File: config.mk
export PLATFORM = sky130hd
export DESIGN_NAME = ksq_sequencer
export DESIGN_NICKNAME = d
export VERILOG_FILES = /design/src/rtl/ksq_sequencer.sv
export SDC_FILE = /design/constraint.sdc
export NUM_CORES = 1
export LEC_CHECK = 0
export ABC_AREA = 1
export BUFFER_PORTS_ARGS = -buffer_cell sky130_fd_sc_hd__buf_2
export CORE_MARGIN = 2
export CORE_UTILIZATION = 36
export CTS_CLUSTER_SIZE = 30
export DETAILED_ROUTE_END_ITERATION = 10
export HOLD_SLACK_MARGIN = 0.08
export PLACE_DENSITY = 0.56
export SYNTH_ARGS = -nofsm -noshare
export SYNTH_HDL_FRONTEND = slang
export SYNTH_SLANG_ARGS = --single-unit
File: constraint.sdc
create_clock -name clk -period 1.3 [get_ports clk]
set_input_delay 0.13 -clock clk [delete_from_list [all_inputs] [get_ports clk]]
set_output_delay 0.13 -clock clk [all_outputs]
set_load 0.005 [all_outputs]
File: src/rtl/ksq_sequencer.sv
// ksq_sequencer: step sequencer for the repeated-squaring / multiply chain of
// a field inversion. For each ROM step it loads a square count, issues that
// many single-cycle squaring enables, requests one multiply and waits for the
// multiplier handshake before moving on to the next ROM address.
module ksq_sequencer #(
    parameter int NUM_STEPS = 4,
    parameter int CNT_W     = 16
) (
    input  logic             clk,
    input  logic             rst,
    input  logic             start,
    output logic             busy,
    output logic             done,
    output logic [2:0]       rom_addr,
    input  logic [CNT_W-1:0] rom_data,
    output logic             sq_en,
    output logic             mul_start,
    input  logic             mul_done,
    output logic [2:0]       step
);

    typedef enum logic [2:0] {
        S_IDLE,
        S_LOAD,
        S_SQR,
        S_MUL,
        S_WAIT,
        S_DONE
    } state_t;

    // Last ROM address executed; the sequence ends before the address could wrap.
    localparam logic [2:0]       LAST_STEP = 3'(NUM_STEPS);
    localparam logic [CNT_W-1:0] CNT_ONE   = {{(CNT_W-1){1'b0}}, 1'b1};
    localparam logic [CNT_W-1:0] CNT_ZERO  = '0;

    state_t           state_q, state_d;
    logic [CNT_W-1:0] cnt_q, cnt_d;
    logic [2:0]       rom_addr_q, rom_addr_d;
    logic             busy_q, busy_d;
    logic             done_q, done_d;
    logic             sq_en_q, sq_en_d;
    logic             mul_start_q, mul_start_d;

    // Next-state, counter and address logic; outputs are decoded from the
    // next state so that once registered they line up with the state itself.
    always_comb begin
        state_d    = state_q;
        cnt_d      = cnt_q;
        rom_addr_d = rom_addr_q;

        case (state_q)
            S_IDLE: begin
                if (start) begin
                    state_d    = S_LOAD;
                    rom_addr_d = 3'd1;
                end
            end
            S_LOAD: begin
                // The ROM is combinational on the registered address, so its
                // data is valid here; a zero count skips squaring entirely.
                cnt_d = rom_data;
                if (rom_data != CNT_ZERO) begin
                    state_d = S_SQR;
                end else begin
                    state_d = S_MUL;
                end
            end
            S_SQR: begin
                // Leaving on cnt==1 gives exactly rom_data enables, and the
                // full counter range works without an extra overflow bit.
                cnt_d = cnt_q - CNT_ONE;
                if (cnt_q == CNT_ONE) begin
                    state_d = S_MUL;
                end
            end
            S_MUL: begin
                state_d = S_WAIT;
            end
            S_WAIT: begin
                if (mul_done) begin
                    if (rom_addr_q == LAST_STEP) begin
                        state_d = S_DONE;
                    end else begin
                        state_d    = S_LOAD;
                        rom_addr_d = rom_addr_q + 3'd1;
                    end
                end
            end
            S_DONE: begin
                state_d    = S_IDLE;
                rom_addr_d = 3'd0;
            end
            default: begin
                state_d    = S_IDLE;
                cnt_d      = CNT_ZERO;
                rom_addr_d = 3'd0;
            end
        endcase

        busy_d      = (state_d != S_IDLE);
        done_d      = (state_d == S_DONE);
        sq_en_d     = (state_d == S_SQR);
        mul_start_d = (state_d == S_MUL);
    end

    // State, counter, address and output registers with synchronous reset.
    always_ff @(posedge clk) begin
        if (rst) begin
            state_q     <= S_IDLE;
            cnt_q       <= CNT_ZERO;
            rom_addr_q  <= 3'd0;
            busy_q      <= 1'b0;
            done_q      <= 1'b0;
            sq_en_q     <= 1'b0;
            mul_start_q <= 1'b0;
        end else begin
            state_q     <= state_d;
            cnt_q       <= cnt_d;
            rom_addr_q  <= rom_addr_d;
            busy_q      <= busy_d;
            done_q      <= done_d;
            sq_en_q     <= sq_en_d;
            mul_start_q <= mul_start_d;
        end
    end

    assign busy      = busy_q;
    assign done      = done_q;
    assign sq_en     = sq_en_q;
    assign mul_start = mul_start_q;
    assign rom_addr  = rom_addr_q;
    // The step index is the ROM address by construction (both are 0 in IDLE).
    assign step      = rom_addr_q;

endmodule

Yosys cells after proc, flatten, opt, wreduce, memory -nomap -nowiden
Cells that the tools add are included.
{ "totals": {"ff_bits": 26, "in_bits": 20, "output_inout_bits": 10, "wordCells": 40} }
{ "classes": {"n_addsub": 2, "eq_ne": 13, "n_mux": 11, "n_bitwise": 1, "reduce_logical": 6} }
{ "op_table": {"columns": ["cell", "n"], "rows": [
  ["case mux 16 bit (3 select lines)", 1],
  ["two-way mux 3 bit", 7],
  ["== test 16 x 1 -> 1 bit, second input constant", 1],
  ["nonzero test 16 bit", 1],
  ["subtractor 16 x 1 -> 16 bit, second input constant", 1],
  ["case mux 3 bit (5 select lines)", 1],
  ["== test 3 x 2 -> 1 bit, second input constant", 4],
  ["== test 3 bit, second input constant", 4],
  ["case mux 3 bit (3 select lines)", 1],
  ["!= test 2 bit, second input constant", 3],
  ["AND reduction 4 bit", 1],
  ["OR reduction 4 bit", 1],
  ["adder 3 x 1 -> 3 bit, second input constant", 1],
  ["== test 3 x 1 -> 1 bit, second input constant", 1],
  ["logical NOT 3 bit", 1],
  ["nonzero test 3 bit", 1],
  ["OR reduction 3 bit", 1],
  ["two-way mux 1 bit", 1],
  ["NOT 1 bit", 1]
]} }

Longest topological paths before layout
Gate-level depths: netlist of run 1.
{ "logic_depth": {"word_depth": 5, "mapped_depth": 9, "mapped_depth_nobuf": 9} }

Least setup slack after synthesis of run 1
Ideal clock, no wire load.
{ "synth_path": {"path_kind": "register to register", "start": "register cnt_q[0]", "end": "register cnt_q[14]", "setup_ns": 0.070, "arrival_ns": 1.234, "required_ns": 1.230, "path_slack_ns": -0.004, "path_stages_with_launch": 9, "n_path_buf": 0, "synth_period_minus_slack_ns": 1.304, "cell_sequence": "dfxtp_1 > inv_1 > ha_1 > nand3_1 > nor2_1 > nand2_1 > nand2_1 > nand3_1 > a21oi_1"} }
{ "synth_via": {"elab_chain_cells": 2} }
{ "synth_lines": {"columns": ["element", "line", "source"], "rows": [
  ["start: declaration", "37", "logic [CNT_W-1:0] cnt_q, cnt_d;"],
  ["start signal: assignment", "118", "cnt_q <= cnt_d;"],
  ["subtractor 16 x 1 -> 16 bit", "71", "cnt_d = cnt_q - CNT_ONE;"],
  ["case mux 16 bit (3 select lines)", "51", "case (state_q)"]
]} }
No other way between the ends.
A chain may end at the register's enable or synchronous reset.

Final worst setup path of run 1
{ "layout_path": {"start": "register state_q[0]", "end": "register cnt_q[11]"} }
{ "layout_via": {"elab_chain_cells": 3, "word_cells_on_any_way": 8, "cone_classes": "5 x eq/ne; 1 x mux; 2 x reduce/logical"} }
{ "layout_lines": {"columns": ["element", "line", "source"], "rows": [
  ["start: declaration", "36", "state_t state_q, state_d;"],
  ["start signal: assignment", "117", "state_q <= state_d;"],
  ["== test 3 bit, or another cell as far along", "51", null],
  ["OR reduction 4 bit (no line)", null, null],
  ["case mux 16 bit (3 select lines)", "51", null]
]} }
Parallel ways exist; a longest one is shown, timed or not.

==> flow_summary.yaml, run 1 <==
sta:
  slew_viol_final: 0
  finalCritPeriodShare_pct: 98.6
  hold_viol: 0
  skew_ps: 1.69
  rsz0062_at_grt: "yes"
  slew-limit-headroom_pct: 84.7
  fmax_ghz: 0.780
  tightest_slew_ps: 228
  period_minus_slack_ps: 1280
  setup_viol_count_final: 0
placement:
  globalplace.congestion: 0.935
  placed_area_um2: 2070
  dp_hpwl_um: 3590
  io_buffers: 29
  placed_cells: 376
synthesis:
  syn_area_um2: 1690
  synthXorXnorAreaFrac_pct: 1.04
  synth_seq_cells: 26
  muxShareOfSynthArea_pct: 0
  synth_fp_nets: 300
  yosys.area_share.simple_pct: 39.6
  synth_top_area_cell: "dfxtp_1"
  synth_top_area_share_pct: 30.8
  syn_area_per_cell_um2: 6.12
  yosys_warnings: 0
  synth_top_family_by_area: "simple AND/OR/NAND/NOR gates"
  ys_seq_area_share_pct: 30.8
  synth_adder_area_share_pct: 2.97
  synthCells: 276
  synth-compound-area-share_pct: 13.2
  synthDistinctLibCells: 22
  ys_top_cells_by_area: "dfxtp_1, nand2_1, nand3_1"
pwr:
  intPower_uw: 1610
  power.switching_uw: 1020
  seqPwrFrac_pct: 36.4
  combinationalPowerShare_pct: 43.0
  p_leak_uw: 0.00113
  cellPowerDensity_nw_per_um2: 1140
  ir_drop_v: 0.000628
  clock_power_share_pct: 20.6
  netSwitchingFraction_pct: 38.9
  p_total_uw: 2630
drt:
  wl_per_cell_um: 12.1
  drt-initial-drc-count: 108
  firstDrtPassIters: 4
  viasPerCell: 4.83
  via_count: 1840
  ant_nets: 0
  drc: 0
  totalWireLength_um: 4630
floorplanning:
  rows: 24
  die_w_um: 72.5
  io_pins: 30
  die_height_um: 72.5
  core_area_um2: 4440
  start_util_pct: 38.0
  dieArea_um2: 5250
clock_tree:
  path_clk_slew_ps: 90
  clock_latency_ps: 270
  cts_tree: "yes"
  numCtsBuffers: 3
  clk_path_buf_depth: 2
  cts_root_buffer: "clkbuf_8"
  numClockSinks: 26
  ctsHtreeMaxLevel: 1
global_route:
  grt_pass1_wl_um: 7710
  grtUsageTotal_pct: 18.7
  antenna_found_initial: 0
  grt_max_degree: 16
  grt_pass1_vias: 1723
  grt.overflow.total: 0
setup_path:
  crit_type: "reg2reg"
  end_kind: "register"
  critPathMaxFanout: 7
  regToRegSetupSlack_ps: 20
  start_kind: "register"
  worstPathRequired_ps: 1470
  crit_arrival_ps: 1460
  ff2ff_path_depth: 8
layout:
  fillers: 463
  design_area_um2: 2300
  drive_above_1_share_pct: 36.8
  fin_cells: 381
  area_growth_pct: 36.2
  finalNetCount: 354
  antenna_cells: 0
status:
  status: "complete, no violations"
min_path:
  min_path_cells: 3
  hp-class: "in2reg"
run:
  maxCapViolCount: 0
-- cells in the mapped netlist --
cell type / count
nand2_1: 79
nor2_1: 38
inv_1: 33
nand3_1: 29
a21oi_1: 26
dfxtp_1: 26
o21ai_0: 9
buf_4: 5
a21oi_2: 4
ha_1: 4
inv_2: 4
nor2_2: 3
buf_2: 2
buf_6: 2
nand2_2: 2
nor3_1: 2
nor3_2: 2
xor2_1: 2
a22oi_1: 1
nand2_4: 1
nor2_4: 1
o21ai_1: 1
-- logic make-up (layout without fill, tap and decap cells) --
kind of cell               after synthesis  after routing
buffers and inverters                   46             99
DFF                                     26             26
xor gates and xnor gates                 2              2
and+or+nand+nor                        157            157
adders and majority gates                4              4
AOI/OAI and AO/OA                       41             41
-- critical path, cell delays in order, from the launching register on --
cell and delay (ps):
dfxtp_2 390, inv_1 90, nor3_2 190, inv_2 70, nand2_4 120, buf_4 170
nand2_1 60, nand2_1 60, a21oi_1 40
-- layer usage --
metal / vias to the layer above / wire [µm] / GRT usage (%)
met2: 34 / 2090 / 30.3
li1: 968 / - / -
met4: 0 / 76 / 5.76
met5: - / 0 / 0
met1: 832 / 2290 / 26.5
met3: 6 / 175 / 1.67
-- state kept, by name (all words and copies together) (netlist names) --
signal / count
sq_en: 1
rom_addr: 3
mul_start: 1
cnt_q: 16
busy: 1
done: 1
state_q: 3
-- through the flow --
stage               utilization, %  hold slack, ps  setup slack [ps]  TNS [ps]
floorplan                        -             303              43.4         0
global placement              46.5             414             -24.7     -57.3
detailed placement            46.5             415             -63.7      -430
CTS                           48.4             129              4.26         0
global route                  51.7             146             -63.1      -676
finish                        51.7             126              17.7         0
-- placed cells by master, fill, tap and decap left out --
cell type  instances
nand2_1           75
buf_2             29
inv_1             28
nor2_1            28
buf_4             26
nand3_1           21
a21oi_1           20
dfxtp_1           20
nor2_2            10
a21oi_2           10
inv_2              8
o21ai_0            8
nand3_2            7
nand2_2            6
dfxtp_2            5
nor2_4             4
clkbuf_8           4
nor3_2             2
o21ai_1            2
xor2_1             2
ha_4               2
ha_1               2
buf_12             2
inv_4              1
nand3_4            1
nand2_4            1
a22oi_1            1
nor3_4             1
nor3_1             1
buf_6              1
dfxtp_4            1
-- power groups by stage --
stage | logic, µW | registers (µW) | clock network [µW]
6_report | 1130 | 957 | 542
5_1_grt | 1280 | 969 | 587
4_1_cts | 1020 | 949 | 550
3_5_place_dp | 981 | 966 | 0
3_3_place_gp | 975 | 965 | 0
2_1_floorplan | 661 | 954 | 0
-- final timing paths --
kind                                  to                  start
hold / removal     cnt_q[8]$_SDFFE_PP0N_            rom_data[8]
hold reg to reg    cnt_q[1]$_SDFFE_PP0N_  cnt_q[1]$_SDFFE_PP0N_
setup / recovery  cnt_q[11]$_SDFFE_PP0N_  state_q[0]$_SDFF_PP0_
setup reg to reg  cnt_q[11]$_SDFFE_PP0N_  state_q[0]$_SDFF_PP0_
-- area by class of cell --
| type | instances | area (µm²) | area share, % |
|---|---|---|---|
| timing repair buffer | 58 | 392 | 17.0 |
| tap | 52 | 65.1 | 2.83 |
| multi-input combinational | 204 | 1110 | 48.5 |
| inverter | 37 | 141 | 6.15 |
| clock buffer | 4 | 55.1 | 2.40 |
| sequential | 26 | 531 | 23.1 |
-- repair_timing --
item	CTS	global route
buffers inserted	0	1
resized for setup	9	43
pin swaps	0	11
hold buffers	0	0
hold endpoints to repair	0	0
endpoints found under the setup margin	14	25
gates cloned	0	0
No activity file was read; power rests on OpenSTA's default activity.
==> run 2, diff against run 1 <==
ABC_AREA = default   (was 1)
==> run 2 against run 1 <==
- the flow now finishes with violations (negative setup slack)
- sequential share of layout area is 2.9 points lower
- hold slack better by 12 ps
- global-route usage is 2.6 points higher
- clock power is 13% lower
- via count is 1.7% higher
- utilization is 10 points higher
- count of clock-buffer cells in the layout stayed put
- register-to-register slack worse by 400 ps
- routed wire length is 19% higher
- critical path type unchanged
- worst setup slack worse by 400 ps
- sequential power is 1% lower
- total power is 9.6% higher
==> flow_summary.yaml, run 2 <==
status:
  status: "finished with violations"
  failed_checks: "negative setup slack"
setup_path:
  crit_type: "reg2reg"
  end_kind: "register"
  crit_slowest_cell: "or4_1"
  critPathMaxFanout: 3
  regToRegSetupSlack_ps: -380
  timing.rr.start: "cnt_q[0]$_SDFFE_PP0N_"
  critPathMaxStageDelay_ps: 490
  start_kind: "register"
  crit_path_start: "cnt_q[0]$_SDFFE_PP0N_"
  path_cells: "buf_4 > nor4_4 > nand4b_1 > or4_1 > o211ai_1"
  ff2ff_path_depth: 5
  crit_arrival_ps: 1870
  worstPathRequired_ps: 1490
  r2r_end: "cnt_q[11]$_SDFFE_PP0N_"
drt:
  via_count: 1872
  firstDrtPassIters: 4
  drc: 0
  ant_nets: 0
  wl_per_cell_um: 16.6
  totalWireLength_um: 5510
  viasPerCell: 5.64
  drt-initial-drc-count: 124
global_route:
  grt_max_degree: 17
  grt_use_met3_pct: 3.28
  grtUsageTotal_pct: 21.3
  grt_pass1_vias: 1896
  use_met2_pct: 36.9
  grt.overflow.total: 0
  busiest_layer: "met2"
  grt_pass1_wl_um: 8640
  grt_use_met1_pct: 27.5
  antenna_found_initial: 0
min_path:
  min_path_cells: 2
  worstHoldEndpoint: "cnt_q[11]$_SDFFE_PP0N_"
  min_from: "rst"
  hp-class: "in2reg"
synthesis:
  synth_edf_count: 0
  synthDistinctLibCells: 52
  syn_area_um2: 1590
  ys_seq_area_share_pct: 32.7
  synthCells: 188
  synth_top_area_cell: "dfxtp_1"
  yosysMostFrequentCell: "dfxtp_1"
  async_flop_share_pct: 0
  synthTopCellsByCount: "dfxtp_1, a21oi_1, o21ai_0"
  yosys_warnings: 0
  ys_top_cells_by_area: "dfxtp_1, a21oi_1, o21ai_0"
  syn_area_per_cell_um2: 8.48
  synth_fp_nets: 212
  synth_top_area_share_pct: 32.7
  synth_seq_cells: 26
  synth_ff_type: "dfxtp_1"
sta:
  tightest_slew_ps: 354
  slew_viol_final: 0
  rsz0062_at_grt: "yes"
  hold_viol: 0
  period_minus_slack_ps: 1680
  setup_viol_count_final: 25
  slew-limit-headroom_pct: 76.2
  finalCritPeriodShare_pct: 129
  fmax_ghz: 0.594
  skew_ps: 16.4
  worst_slack_ps: -383
placement:
  io_buffers: 29
  placed_area_um2: 2230
  globalplace.congestion: 0.899
  dp_hpwl_um: 3880
layout:
  design_area_um2: 2670
  top_register: "cnt_q"
  finalNetCount: 305
  final_common_cell: "buf_4"
  drive_above_1_share_pct: 58.2
  antenna_cells: 0
  area_growth_pct: 67.4
  largest_reg_flops: 16
  mostFrequentLayoutCells: "buf_4, buf_2, buf_6"
floorplanning:
  io_pins: 30
  start_util_pct: 36.9
  die_w_um: 70.5
  die_height_um: 70.5
  rows: 24
  core_area_um2: 4320
  dieArea_um2: 4980
pwr:
  intPower_uw: 1900
  seqPwrFrac_pct: 32.7
  p_total_uw: 2880
  power.switching_uw: 988
  p_leak_uw: 0.00111
  combinationalPowerShare_pct: 50.8
  clock_power_share_pct: 16.5
  netSwitchingFraction_pct: 34.3
  ir_drop_v: 0.000488
  cellPowerDensity_nw_per_um2: 1080
run:
  maxCapViolCount: 0
clock_tree:
  cts_tree: "yes"
  numCtsBuffers: 3
  path_clk_slew_ps: 100
  ctsHtreeMaxLevel: 1
  ctsHoldBuffers: 0
  clk_path_buf_depth: 2
  clock_latency_ps: 280
  numClockSinks: 26
  cts_root_buffer: "clkbuf_8"
run 2: changes by cell type in the layout (fill, tap and decap cells not counted), sizes merged, moves of 5 or more:
cell / delta
a22oi: +5
nor4: +6
a21oi: -15
nor2: -33
inv: -31
a31oi: +7
nor2b: +6
nand2: -75
nand3: -26
nand4b: +5
buf: +44
run 2: critical path, delay by kind of cell (launching register included):
kind / cells / cell delay (ps)
and+or+nand+nor: 3 / 1010
DFF: 1 / 370
buffers and inverters: 1 / 140
AOI/OAI and AO/OA: 1 / 80
run 2: repair_timing:
| item | in CTS | in global routing |
|---|---|---|
| endpoints found under the setup margin | 26 | 26 |
| setup buffers | 15 | 8 |
| pin swaps | 30 | 23 |
| resized for setup | 43 | 26 |
run 2: area by class of cell:
class / instances / area (µm²)
fill: 374 / 1660
multi-input combinational: 142 / 1230
timing repair buffer: 102 / 768
sequential: 26 / 539
tap: 52 / 65.1
clock buffer: 4 / 45.0
inverter: 6 / 25.0
run 2: kinds of logic (layout without fill, tap and decap cells):
group / Yosys count / after routing / share of synthesized area [%]
and+or+nand+nor: 70 / 70 / 28.9
muxes: 2 / 2 / 1.41
DFF: 26 / 26 / 32.7
buffers and inverters: 20 / 112 / 5.81
xor gates and xnor gates: 2 / 2 / 1.10
adders and majority gates: 4 / 4 / 3.14
AOI/OAI and AO/OA: 64 / 64 / 27.0
run 2: how the worst max path moves through the flow:
stage                              to  slack, ps  cells past startpoint
2_1_floorplan  cnt_q[14]$_SDFFE_PP0N_       -360                      6
3_3_place_gp         sq_en$_SDFF_PP0_       -300                      7
3_5_place_dp         sq_en$_SDFF_PP0_       -320                      7
4_1_cts         cnt_q[8]$_SDFFE_PP0N_       -320                      6
5_1_grt        cnt_q[11]$_SDFFE_PP0N_       -440                      5
6_report       cnt_q[11]$_SDFFE_PP0N_       -380                      5
run 2: stage by stage:
step	TNS (ps)	setup slack (ps)	utilization [%]	hold slack (ps)	instances
after floorplan	-1900	-359	-	280	188
after global placement	-4590	-304	51.5	420	309
after detailed placement	-5000	-323	51.5	418	309
after CTS	-4480	-324	58.3	134	327
after global routing	-7310	-442	61.7	139	332
final	-5410	-383	61.7	138	332
run 2: metal layers:
metal,vias to the layer above,routed length [µm]
met1,906,2340
met4,0,91
met3,12,207
li1,904,-
met2,50,2870
met5,-,0
run 2: power by group through the flow:
| stage | clock (µW) | sequential (µW) | combinational, µW |
|---|---|---|---|
| 2_1_floorplan | 0 | 966 | 547 |
| 3_3_place_gp | 0 | 950 | 1060 |
| 3_5_place_dp | 0 | 951 | 1060 |
| 4_1_cts | 488 | 937 | 1260 |
| 5_1_grt | 530 | 954 | 1580 |
| 6_report | 474 | 944 | 1470 |
